===== src/rtl/riscv_chk_pkg.sv =====
// rtl/riscv_chk_pkg.sv - shared encodings and types for the RISC-V execute-path scoreboard
package riscv_chk_pkg;

    localparam logic [6:0] OP_RTYPE = 7'b0110011;
    localparam logic [6:0] OP_ITYPE = 7'b0010011;
    localparam logic [6:0] OP_BTYPE = 7'b1100011;

    localparam logic [2:0] F3_ADD  = 3'b000;
    localparam logic [2:0] F3_SUB  = 3'b001;
    localparam logic [2:0] F3_OR   = 3'b010;
    localparam logic [2:0] F3_AND  = 3'b011;
    localparam logic [2:0] F3_XOR  = 3'b100;
    localparam logic [2:0] F3_ADDI = 3'b000;
    localparam logic [2:0] F3_SUBI = 3'b001;
    localparam logic [2:0] F3_BEQ  = 3'b000;
    localparam logic [2:0] F3_BNE  = 3'b001;
    localparam logic [2:0] F3_BLT  = 3'b010;
    localparam logic [2:0] F3_BGT  = 3'b011;

    typedef enum logic {K_ALU, K_BR} kind_e;

    typedef enum logic [1:0] {IDLE, WAIT, TMO} state_e;

    // Expected result value is kept in a separate XLEN-wide array beside this entry.
    typedef struct packed {
        logic [31:0] instr;
        kind_e       kind;
        logic        exp_zero;
        logic        exp_bt;
    } exp_entry_t;

endpackage


===== src/rtl/riscv_golden_alu.sv =====
// rtl/riscv_golden_alu.sv - combinational golden model of the supported ALU/branch subset
module riscv_golden_alu
    import riscv_chk_pkg::*;
#(
    parameter int unsigned XLEN = 32
) (
    input  logic [31:0]     instr_i,
    input  logic [XLEN-1:0] rs1_i,
    input  logic [XLEN-1:0] rs2_i,
    output logic            legal_o,
    output kind_e           kind_o,
    output logic [XLEN-1:0] result_o,
    output logic            zero_o,
    output logic            bt_o
);

    logic [6:0]      opcode;
    logic [2:0]      funct3;
    logic [XLEN-1:0] imm;
    logic            unused_bits;

    assign opcode      = instr_i[6:0];
    assign funct3      = instr_i[14:12];
    assign imm         = {{(XLEN-12){instr_i[31]}}, instr_i[31:20]};
    assign unused_bits = ^{instr_i[19:15], instr_i[11:7]};

    // Branches report the taken bit as their result so a failure capture shows it directly.
    always_comb begin
        legal_o  = 1'b1;
        kind_o   = K_ALU;
        result_o = '0;
        bt_o     = 1'b0;
        case (opcode)
            OP_RTYPE: begin
                case (funct3)
                    F3_ADD:  result_o = rs1_i + rs2_i;
                    F3_SUB:  result_o = rs1_i - rs2_i;
                    F3_OR:   result_o = rs1_i | rs2_i;
                    F3_AND:  result_o = rs1_i & rs2_i;
                    F3_XOR:  result_o = rs1_i ^ rs2_i;
                    default: legal_o  = 1'b0;
                endcase
            end
            OP_ITYPE: begin
                case (funct3)
                    F3_ADDI: result_o = rs1_i + imm;
                    F3_SUBI: result_o = rs1_i - imm;
                    default: legal_o  = 1'b0;
                endcase
            end
            OP_BTYPE: begin
                kind_o = K_BR;
                case (funct3)
                    F3_BEQ:  bt_o    = (rs1_i == rs2_i);
                    F3_BNE:  bt_o    = (rs1_i != rs2_i);
                    F3_BLT:  bt_o    = ($signed(rs1_i) < $signed(rs2_i));
                    F3_BGT:  bt_o    = ($signed(rs1_i) > $signed(rs2_i));
                    default: legal_o = 1'b0;
                endcase
                result_o = {{(XLEN-1){1'b0}}, bt_o};
            end
            default: legal_o = 1'b0;
        endcase
    end

    assign zero_o = (result_o == '0);

endmodule


===== src/rtl/riscv_alu_scoreboard.sv =====
// rtl/riscv_alu_scoreboard.sv - in-order expectation queue and checker for the RISC-V execute path
module riscv_alu_scoreboard
    import riscv_chk_pkg::*;
#(
    parameter int unsigned XLEN    = 32,
    parameter int unsigned DEPTH   = 8,
    parameter int unsigned CNT_W   = 16,
    parameter int unsigned TIMEOUT = 64
) (
    input  logic                     clk,
    input  logic                     reset,
    input  logic                     clr,
    input  logic                     iss_valid,
    output logic                     iss_ready,
    input  logic [31:0]              iss_instr,
    input  logic [XLEN-1:0]          iss_rs1_val,
    input  logic [XLEN-1:0]          iss_rs2_val,
    input  logic                     res_valid,
    input  logic [XLEN-1:0]          alu_result,
    input  logic                     zero_flag,
    input  logic                     bt,
    output logic [CNT_W-1:0]         pass_cnt,
    output logic [CNT_W-1:0]         fail_cnt,
    output logic [CNT_W-1:0]         orphan_cnt,
    output logic [CNT_W-1:0]         illegal_cnt,
    output logic                     err,
    output logic                     timeout,
    output logic [$clog2(DEPTH):0]   occupancy,
    output logic [31:0]              ff_instr,
    output logic [XLEN-1:0]          ff_exp,
    output logic [XLEN-1:0]          ff_got
);

    localparam int unsigned PW = $clog2(DEPTH);
    localparam int unsigned CW = PW + 1;
    localparam int unsigned WW = $clog2(TIMEOUT + 1);
    localparam logic [CW-1:0] FULL_C = CW'(DEPTH);
    localparam logic [WW-1:0] TMO_C  = WW'(TIMEOUT);

    exp_entry_t      meta_q [DEPTH];
    logic [XLEN-1:0] res_q  [DEPTH];
    logic [PW-1:0]   wr_ptr_q, rd_ptr_q;
    logic [CW-1:0]   count_q, count_d;
    logic [WW-1:0]   wdog_q, wdog_d;
    state_e          state_q, state_d;

    logic [CNT_W-1:0] pass_cnt_q, fail_cnt_q, orphan_cnt_q, illegal_cnt_q;
    logic             err_q, ff_valid_q;
    logic [31:0]      ff_instr_q;
    logic [XLEN-1:0]  ff_exp_q, ff_got_q;

    logic            g_legal, g_zero, g_bt;
    kind_e           g_kind;
    logic [XLEN-1:0] g_result;

    logic            empty, full, push, pop, match;
    logic            illegal_ev, orphan_ev, pass_ev, fail_ev;
    exp_entry_t      head_meta;
    logic [XLEN-1:0] head_res, got_val;

    function automatic logic [CNT_W-1:0] sat_inc(input logic [CNT_W-1:0] v, input logic en);
        return (en && (v != '1)) ? v + CNT_W'(1) : v;
    endfunction

    riscv_golden_alu #(.XLEN(XLEN)) u_golden (
        .instr_i  (iss_instr),
        .rs1_i    (iss_rs1_val),
        .rs2_i    (iss_rs2_val),
        .legal_o  (g_legal),
        .kind_o   (g_kind),
        .result_o (g_result),
        .zero_o   (g_zero),
        .bt_o     (g_bt)
    );

    assign empty      = (count_q == '0);
    assign full       = (count_q == FULL_C);
    assign iss_ready  = !full;
    assign push       = iss_valid && !full && g_legal;
    assign illegal_ev = iss_valid && !full && !g_legal;
    // Pop looks only at the registered occupancy, so a same-cycle push never bypasses.
    assign pop        = res_valid && !empty;
    assign orphan_ev  = res_valid && empty;

    assign head_meta = meta_q[rd_ptr_q];
    assign head_res  = res_q[rd_ptr_q];
    assign got_val   = (head_meta.kind == K_BR) ? {{(XLEN-1){1'b0}}, bt} : alu_result;

    always_comb begin
        if (head_meta.kind == K_BR) begin
            match = (bt == head_meta.exp_bt);
        end else begin
            match = (alu_result == head_res) && (zero_flag == head_meta.exp_zero);
        end
    end

    assign pass_ev = pop && match;
    assign fail_ev = pop && !match;

    always_comb begin
        case ({push, pop})
            2'b10:   count_d = count_q + CW'(1);
            2'b01:   count_d = count_q - CW'(1);
            default: count_d = count_q;
        endcase
    end

    always_comb begin
        wdog_d = wdog_q;
        if (res_valid || empty) begin
            wdog_d = '0;
        end else if (state_q == WAIT) begin
            wdog_d = wdog_q + WW'(1);
        end
    end

    always_ff @(posedge clk) begin
        if (push) begin
            meta_q[wr_ptr_q] <= '{instr: iss_instr, kind: g_kind, exp_zero: g_zero, exp_bt: g_bt};
            res_q[wr_ptr_q]  <= g_result;
        end
    end

    always_ff @(posedge clk) begin
        if (!reset || clr) begin
            wr_ptr_q      <= '0;
            rd_ptr_q      <= '0;
            count_q       <= '0;
            wdog_q        <= '0;
            pass_cnt_q    <= '0;
            fail_cnt_q    <= '0;
            orphan_cnt_q  <= '0;
            illegal_cnt_q <= '0;
            err_q         <= 1'b0;
            ff_valid_q    <= 1'b0;
            ff_instr_q    <= '0;
            ff_exp_q      <= '0;
            ff_got_q      <= '0;
        end else begin
            if (push) wr_ptr_q <= wr_ptr_q + PW'(1);
            if (pop)  rd_ptr_q <= rd_ptr_q + PW'(1);
            count_q       <= count_d;
            wdog_q        <= wdog_d;
            pass_cnt_q    <= sat_inc(pass_cnt_q, pass_ev);
            fail_cnt_q    <= sat_inc(fail_cnt_q, fail_ev);
            orphan_cnt_q  <= sat_inc(orphan_cnt_q, orphan_ev);
            illegal_cnt_q <= sat_inc(illegal_cnt_q, illegal_ev);
            err_q         <= err_q | fail_ev | orphan_ev | (state_d == TMO);
            if (fail_ev && !ff_valid_q) begin
                ff_valid_q <= 1'b1;
                ff_instr_q <= head_meta.instr;
                ff_exp_q   <= head_res;
                ff_got_q   <= got_val;
            end
        end
    end

    always_ff @(posedge clk) begin
        if (!reset || clr) begin
            state_q <= IDLE;
        end else begin
            state_q <= state_d;
        end
    end

    always_comb begin
        state_d = state_q;
        case (state_q)
            IDLE: if (push) state_d = WAIT;
            WAIT: begin
                if (wdog_d == TMO_C) begin
                    state_d = TMO;
                end else if (count_d == '0) begin
                    state_d = IDLE;
                end
            end
            TMO:     state_d = TMO;
            default: state_d = IDLE;
        endcase
    end

    always_comb begin
        timeout = (state_q == TMO);
    end

    assign pass_cnt    = pass_cnt_q;
    assign fail_cnt    = fail_cnt_q;
    assign orphan_cnt  = orphan_cnt_q;
    assign illegal_cnt = illegal_cnt_q;
    assign err         = err_q;
    assign occupancy   = count_q;
    assign ff_instr    = ff_instr_q;
    assign ff_exp      = ff_exp_q;
    assign ff_got      = ff_got_q;

endmodule


===== config.mk =====
export PLATFORM = sky130hd
export DESIGN_NAME = riscv_alu_scoreboard
export DESIGN_NICKNAME = d
export VERILOG_FILES = /design/src/rtl/riscv_chk_pkg.sv /design/src/rtl/riscv_golden_alu.sv /design/src/rtl/riscv_alu_scoreboard.sv
export SDC_FILE = /design/constraint.sdc
export NUM_CORES = 1
export LEC_CHECK = 0
export CAP_MARGIN = 20
export CORE_MARGIN = 10
export CORE_UTILIZATION = 45
export CTS_BUF_LIST = sky130_fd_sc_hd__clkbuf_16
export DETAILED_ROUTE_END_ITERATION = 7
export PLACE_DENSITY = 0.72
export SLEW_MARGIN = 10
export SYNTH_ARGS = -nofsm -noshare
export SYNTH_HDL_FRONTEND = slang
export SYNTH_SLANG_ARGS = --single-unit

===== constraint.sdc =====
create_clock -name clk -period 15.03 [get_ports clk]
set_clock_uncertainty 0.2 [all_clocks]
set_input_delay 2.2545 -clock clk [delete_from_list [all_inputs] [get_ports clk]]
set_output_delay 2.2545 -clock clk [all_outputs]
set_load 0.05 [all_outputs]

==> results.md, run 1 <==
* Status: completed
* DP Area at 39,900 um^2
* Final Util at 53.5%
* Slew margin rel. at 27.4%
* Fin area at 42,200 um^2
* Routed wire length at 102,000 um
* Core ar. at 79,000 um^2
* Top cell type by total area after synthesis: edfxtp_1
* Post-synthesis instance total at 2,925
* CTS tree: built
* Adder-Cell Fraction of Synth Area at 5.16%
* Initial Utilization at 45.3%
* Top-area cell type share of the netlist area at 44.9%
* Yosys reg bits at 720
* CP peak stage delay at 0.82 ns
* Ports at 302
* DRC violations left at 0
* Final cell count without fillers at 4,296
* Post-Syn Area at 35,800 um^2
* Post-cts resize count at 0
* Postcts setup bufs at 0
* Initial antenna violation count at 7
* Peak supply drop at 76.3 uV
* CP max stage cell: nor4_1
* Layout cell share with drive strength beyond 1 at 9.72%
* Global-route wire length before repair at 152,000 um
* Post-Synth Simple-Gate Area at 10.4%
* Tmin final at 8.71 ns
* Fill count at 6,631
* Row count at 103
* TritonCTS Buffers at 71
* DR pass1 iterations at 6
* Min-delay src: state_q[1]$_SDFF_PP0_
* Predominant post-synthesis flop cell: edfxtp_1
* Final period util at 57.9%
* R2R cell count at 11
* Post-cts hold buffer count at 0
* Crit-path max FO at 33
* Die W at 302 um
* Placed Cells at 4,155
* Gpl congestion at 0.968
* Cell family with most CP delay: simple AND/OR/NAND/NOR gates
* Top-count cell post-synth: edfxtp_1
* Compound-Gate Fraction of Synth Area at 11.8%
* Post-DP HPWL at 70,800 um
* Setup CP Type: in2reg
* Final Hold Violating Endpoints at 0
* Die ar. at 91,300 um^2
* Post-synthesis cell type count at 85
* Port bufs at 301
* Register-to-register setup slack at 9.24 ns
* FFs w/ async S/R, synth at 0%
* DR vias at 25.4k
* Root Buffer: clkbuf_16
* Starting DRT DRC Count at 2,164
* Synth Warn # at 0
* CP startpoint kind: input pin
* Post-synth EDFFs at 536
* Critical Path AT at 8.77 ns
* Multiplexer area fraction after synthesis at 10.9%
* Max cap viols at 0
* Sink Count at 720
* CP bufs+invs at 4
* Hold depth at 1
* Worst min path class: reg2reg
* Final Max Slew Viols at 0
* Net Count, Synth at 3,206
* CP Cell Sequence: clkdlybuf4s50_1, buf_4, inv_1, nand3_1, buf_4, nor2_1, o21ai_0, ha_1, and3_1, a2111oi_0, a21oi_1, a21oi_1, a211oi_1, o21a_1, o31a_1, xor2_1, a21o_1, or4b_1, nor4_1
* Worst setup EP type: flop
* Max Buffers Root-to-Sink at 3
* Vias in the first global route at 24.7k
* Slew @ Worst Pin at 1.08 ns
* WHS Endpoint: state_q[0]$_SDFF_PP0_
* Power per cell area at 101 nW/um^2
* Largest family of logic cells by synthesized area: compound AO/OA/AOI/OAI gates
* Fmax at 115 MHz
* Area Overhead vs Synth at 17.9%
* Ranking of synthesized cells by area: edfxtp_1, dfxtp_1, mux4_2
* Sequential area share after synthesis at 55.2%
* Final setup viols at 0
* Avg Inst Size Synth at 12.2 um^2
* Most frequent cells after synthesis: edfxtp_1, nor2_1, dfxtp_1, a21oi_1, nand2_1
* Final TNS setup at 0 ns
* Post-Synth XOR/XNOR Area at 3.55%
* Clock-pin slew on the worst setup and hold paths at 0.06 ns
* R2R Path End: ff_instr[25]$_SDFFE_PP0P_
* Pwr Total at 4.27 mW
* GR Overflow Total at 0
* Nets at 3,463
* Die Span Y at 302 um
* Wirelength per Cell at 23.8 um
* Antenna Nets Post-Route at 0
* Worst-skew pair later-pin latency at 0.63 ns
* RSZ-0062 raised after global routing: no
* Htree depth at 3
* Largest net degree at the start of global routing at 115
* GRT Util Overall at 21.8%
* CP Data Required Time at 15.09 ns
* Pleak at 13.9 nW
* Vias/cell at 5.90
## logic make-up (layout without fill, tap and decap cells)
group,count (synthesis),count (layout)
simple gates,788,788
mux,221,221
fa+ha+maj,146,146
compound gates,629,629
buf+inv,276,591
xor+xnor,145,145
other cells,0,6
flops,720,720
## stage by stage
step                      hold WS [ns]  setup slack [ns]
final                            0.241              6.32
after global routing             0.267              5.86
after CTS                        0.239              6.52
after detailed placement         0.232              5.92
after global placement           0.233              6.06
after floorplan                  0.217              5.35
## state kept, by name, summed over array words and instances (netlist names), named ones only
| signal | flops |
|---|---|
| wr_ptr_q | 3 |
| err | 1 |
| state_q | 2 |
| ff_exp | 32 |
| wdog_q | 7 |
| ff_got | 32 |
| pass_cnt | 16 |
| meta_q | 280 |
| fail_cnt | 16 |
| ff_instr | 32 |
| occupancy | 4 |
| illegal_cnt | 16 |
| orphan_cnt | 16 |
| rd_ptr_q | 3 |
| ff_valid_q | 1 |
| res_q | 256 |
## how the worst max path moves through the flow
stage | startpoint | end | slack [ns] | depth (start not counted)
floorplan | iss_instr[3] | meta_q[2][0]$_DFFE_PP_ | 5.35 | 8
global route | iss_instr[14] | meta_q[0][1]$_DFFE_PP_ | 5.86 | 19
finish | iss_instr[14] | meta_q[1][1]$_DFFE_PP_ | 6.32 | 19
detailed placement | iss_instr[14] | meta_q[4][1]$_DFFE_PP_ | 5.92 | 19
CTS | iss_instr[14] | meta_q[0][1]$_DFFE_PP_ | 6.52 | 19
global placement | iss_instr[14] | meta_q[4][1]$_DFFE_PP_ | 6.06 | 19
## cells in the final DEF, fill, tap and decap left out, types with 26 or more instances in the layout
master | netlist | routed
mux4_2 | 134 | 134
nand3_1 | 86 | 86
and3_1 | 28 | 28
a21o_1 | 40 | 40
a21oi_1 | 174 | 173
nor2_1 | 273 | 271
xnor2_1 | 88 | 88
a211oi_1 | 93 | 93
inv_1 | 114 | 131
nand4_1 | 31 | 31
ha_1 | 143 | 143
clkbuf_16 | 0 | 72
nor3_1 | 47 | 43
clkdlybuf4s50_1 | 0 | 300
mux2i_1 | 84 | 83
edfxtp_1 | 536 | 536
dfxtp_1 | 184 | 181
nand2_1 | 172 | 172
buf_4 | 3 | 40
o21ai_0 | 94 | 94
nor2b_1 | 26 | 26
nor4_1 | 31 | 31
xor2_1 | 57 | 57
## cell type report
type | instances | area [um^2] | area share (%)
Antenna cell | 6 | 15.0 | 0.0356
Clock buffer | 72 | 1800 | 4.27
Clock inverter | 59 | 472 | 1.12
Inverter | 114 | 428 | 1.01
Multi-Input combinational cell | 1929 | 15000 | 35.6
Sequential cell | 720 | 19800 | 46.9
Tap cell | 1050 | 1310 | 3.11
Timing Repair Buffer | 346 | 3360 | 7.95
## where the power goes
group / leakage [nW] / switching, mW / internal, mW
registers: 6.07 / 0.000879 / 2.12
logic: 6.70 / 0.267 / 0.160
clock network: 1.17 / 0.763 / 0.955
total: 13.9 / 1.03 / 3.24
## layer usage
layer	global-route usage [%]	wire, um
met5	0	10
met3	4.09	8010
met2	36.2	48700
met1	28.0	42100
met4	8.35	3620
## worst register-to-register path, cell delays in order, from the launching register on
cell and delay (ns):
dfxtp_4 0.62, buf_12 0.72, mux4_2 0.65, mux2i_1 0.71, xnor2_1 0.13, nor4_1 0.58, nand4_1 0.23, o32ai_4 0.43
nor3_2 0.07, buf_4 0.37, buf_4 0.48, a211oi_1 0.49
Note: power is estimated with default switching activity, not from simulation.
==> run 2: changes to the inputs <==
==> constraint.sdc (replaced) <==
create_clock -name clk -period 8.7 [get_ports clk]
set_clock_uncertainty 0.2 [all_clocks]
set_input_delay 1.305 -clock clk [delete_from_list [all_inputs] [get_ports clk]]
set_output_delay 1.305 -clock clk [all_outputs]
set_load 0.05 [all_outputs]
==> results.md, run 2 (synthesis gave the netlist of run 1 again) <==
* Port bufs at 301 (unchanged)
* Post-cts resize count at 0 (unchanged)
* Die ar. at 91,300 um^2 (unchanged)
* CP Data Required Time at 8.78 ns (-6.31 ns)
* Htree depth at 3 (unchanged)
* Nets at 3,480 (+0.49%)
* Post-cts hold buffer count at 0 (unchanged)
* Crit-path max FO at 11 (-67%)
* Final Hold Violating Endpoints at 0 (unchanged)
* DP Area at 40,100 um^2 (+0.38%)
* Vias/cell at 5.87 (-0.51%)
* Worst-skew pair later-pin latency at 0.62 ns (about the same)
* Crit path to: meta_q[0][1]$_DFFE_PP_
* Vias in the first global route at 24.7k (-0.17%)
* Initial Utilization at 45.3% (unchanged)
* Worst setup EP type: flop
* Peak supply drop at 121 uV (+58%)
* Final period util at 85.1%
* Final setup viols at 0 (unchanged)
* Setup CP Type: in2reg
* Ports at 302 (unchanged)
* R2R Path End: pass_cnt[7]$_SDFFE_PP0P_
* Antenna Nets Post-Route at 0 (unchanged)
* Clock-pin slew on the worst setup and hold paths at 0.06 ns (about the same)
* Final cell count without fillers at 4,311 (+0.35%)
* Gpl congestion at 0.952 (-1.6%)
* Starting DRT DRC Count at 2,493 (+15%)
* Postcts setup bufs at 0 (unchanged)
* Largest registers: meta_q: 280 flops, res_q: 256 flops
* Area Overhead vs Synth at 18.3%
* Max Buffers Root-to-Sink at 3 (unchanged)
* Pleak at 14.0 nW (+0.48%)
* WHS at 0.250 ns (+0.00911 ns)
* Root Buffer: clkbuf_16
* Row count at 103 (unchanged)
* CTS tree: built
* Max cap viols at 0 (unchanged)
* DRC violations left at 0 (unchanged)
* Commonest cells after routing, fill and taps aside: edfxtp_1, clkdlybuf4s50_1, nor2_1, dfxtp_1, a21oi_1
* Fin area at 42,400 um^2 (+0.32%)
* Status: completed
* RSZ-0062 raised after global routing: no
* Routed wire length at 102,000 um (-0.80%)
* Slew @ Worst Pin at 1.10 ns (+0.0131 ns)
* Wirelength per Cell at 23.6 um (-1.1%)
* Slew margin rel. at 26.8% (-0.61 points)
* DR pass1 iterations at 6 (unchanged)
* Power per cell area at 174 nW/um^2 (+72%)
* Post-DP HPWL at 70,500 um (-0.43%)
* Core ar. at 79,000 um^2 (unchanged)
* Worst min path class: reg2reg
* Largest net degree at the start of global routing at 162 (+41%)
* CP startpoint kind: input pin
* Initial antenna violation count at 6 (-1)
* Register-to-register setup slack at 3.34 ns (-5.90 ns)
* Worst Setup SP: iss_instr[27]
* TritonCTS Buffers at 70 (-1.4%)
* Most common cell after layout, fill and taps aside: edfxtp_1
* GR Overflow Total at 0 (unchanged)
* Critical Path AT at 7.48 ns (-1.29 ns)
* Placed Cells at 4,174 (+0.46%)
* Sink Count at 720 (unchanged)
* Die Span Y at 302 um (unchanged)
* R2R cell count at 11 (unchanged)
* Fmax at 135 MHz
* Top reg by flops: meta_q
* Max reg flops at 280 (unchanged)
* Tmin final at 7.40 ns
* Final Max Slew Viols at 0 (unchanged)
* Die W at 302 um (unchanged)
* Layout cell share with drive strength beyond 1 at 10.3% (+0.57 points)
* GRT Util Overall at 21.6% (-0.13 points)
* DR vias at 25.3k (-0.16%)
* Global-route wire length before repair at 152,000 um (-0.18%)
[run 2: cell type report]
type / instances / area (um^2)
multi-input combinational: 1929 / 15100
inverter: 114 / 428
fill: 6587 / 36600
tap: 1050 / 1310
clock buffer: 71 / 1780
sequential: 720 / 19800
antenna: 5 / 12.5
timing repair buffer: 364 / 3500
clock inverter: 58 / 488
[run 2: worst min path at each step]
stage / slack (ns) / end / startpoint / cells past startpoint
floorplan: 0.22 / state_q[0]$_SDFF_PP0_ / state_q[1]$_SDFF_PP0_ / 1
global placement: 0.23 / state_q[0]$_SDFF_PP0_ / state_q[1]$_SDFF_PP0_ / 1
detailed placement: 0.24 / ff_got[21]$_SDFFE_PP0P_ / ff_got[21]$_SDFFE_PP0P_ / 2
CTS: 0.25 / ff_got[26]$_SDFFE_PP0P_ / ff_got[26]$_SDFFE_PP0P_ / 2
global route: 0.27 / ff_got[12]$_SDFFE_PP0P_ / ff_got[12]$_SDFFE_PP0P_ / 2
finish: 0.25 / ff_got[26]$_SDFFE_PP0P_ / ff_got[26]$_SDFFE_PP0P_ / 2
[run 2: power breakdown]
part,switching (mW),internal [mW]
Sequential,0.00153,3.66
Combinational,0.460,0.280
Clock,1.29,1.68
[run 2: through the flow]
step / TNS (ns) / util (%) / total power [mW] / worst slack [ns]
2_1_floorplan: -5.32 / - / 4.20 / -0.0306
6_report: 0 / 53.6 / 7.38 / 1.30
3_3_place_gp: 0 / 50.7 / 4.46 / 0.922
5_1_grt: 0 / 53.6 / 7.63 / 0.900
4_1_cts: 0 / 53.6 / 7.42 / 1.40
3_5_place_dp: 0 / 50.7 / 4.46 / 0.788
[run 2: layer usage]
metal  wire, um  vias to the layer above  share of wire (%)  track usage (%)
met5          0                        -                  0                0
met4       2960                        0                2.9             7.53
met3       8260                      176                8.1             4.10
met2      49100                     1074                 48             35.9
met1      41300                    12412                 41             28.1
li1           -                    11659                  -                -
[run 2: critical path, stage by stage]
cell and delay, ns:
clkdlybuf4s50_1 0.41, buf_4 0.18, nor4_1 0.40, nand2b_1 0.12
nor2_1 0.33, nand4_1 0.29, ha_1 0.35, a21o_1 0.17
ha_1 0.39, a211oi_1 0.38, o21bai_1 0.20, or4_1 0.50
nor2_1 0.15, a211oi_1 0.12, o21a_1 0.28, o31a_1 0.25
xor2_1 0.14, a21o_1 0.27, or4b_1 0.52, nor4_1 0.74
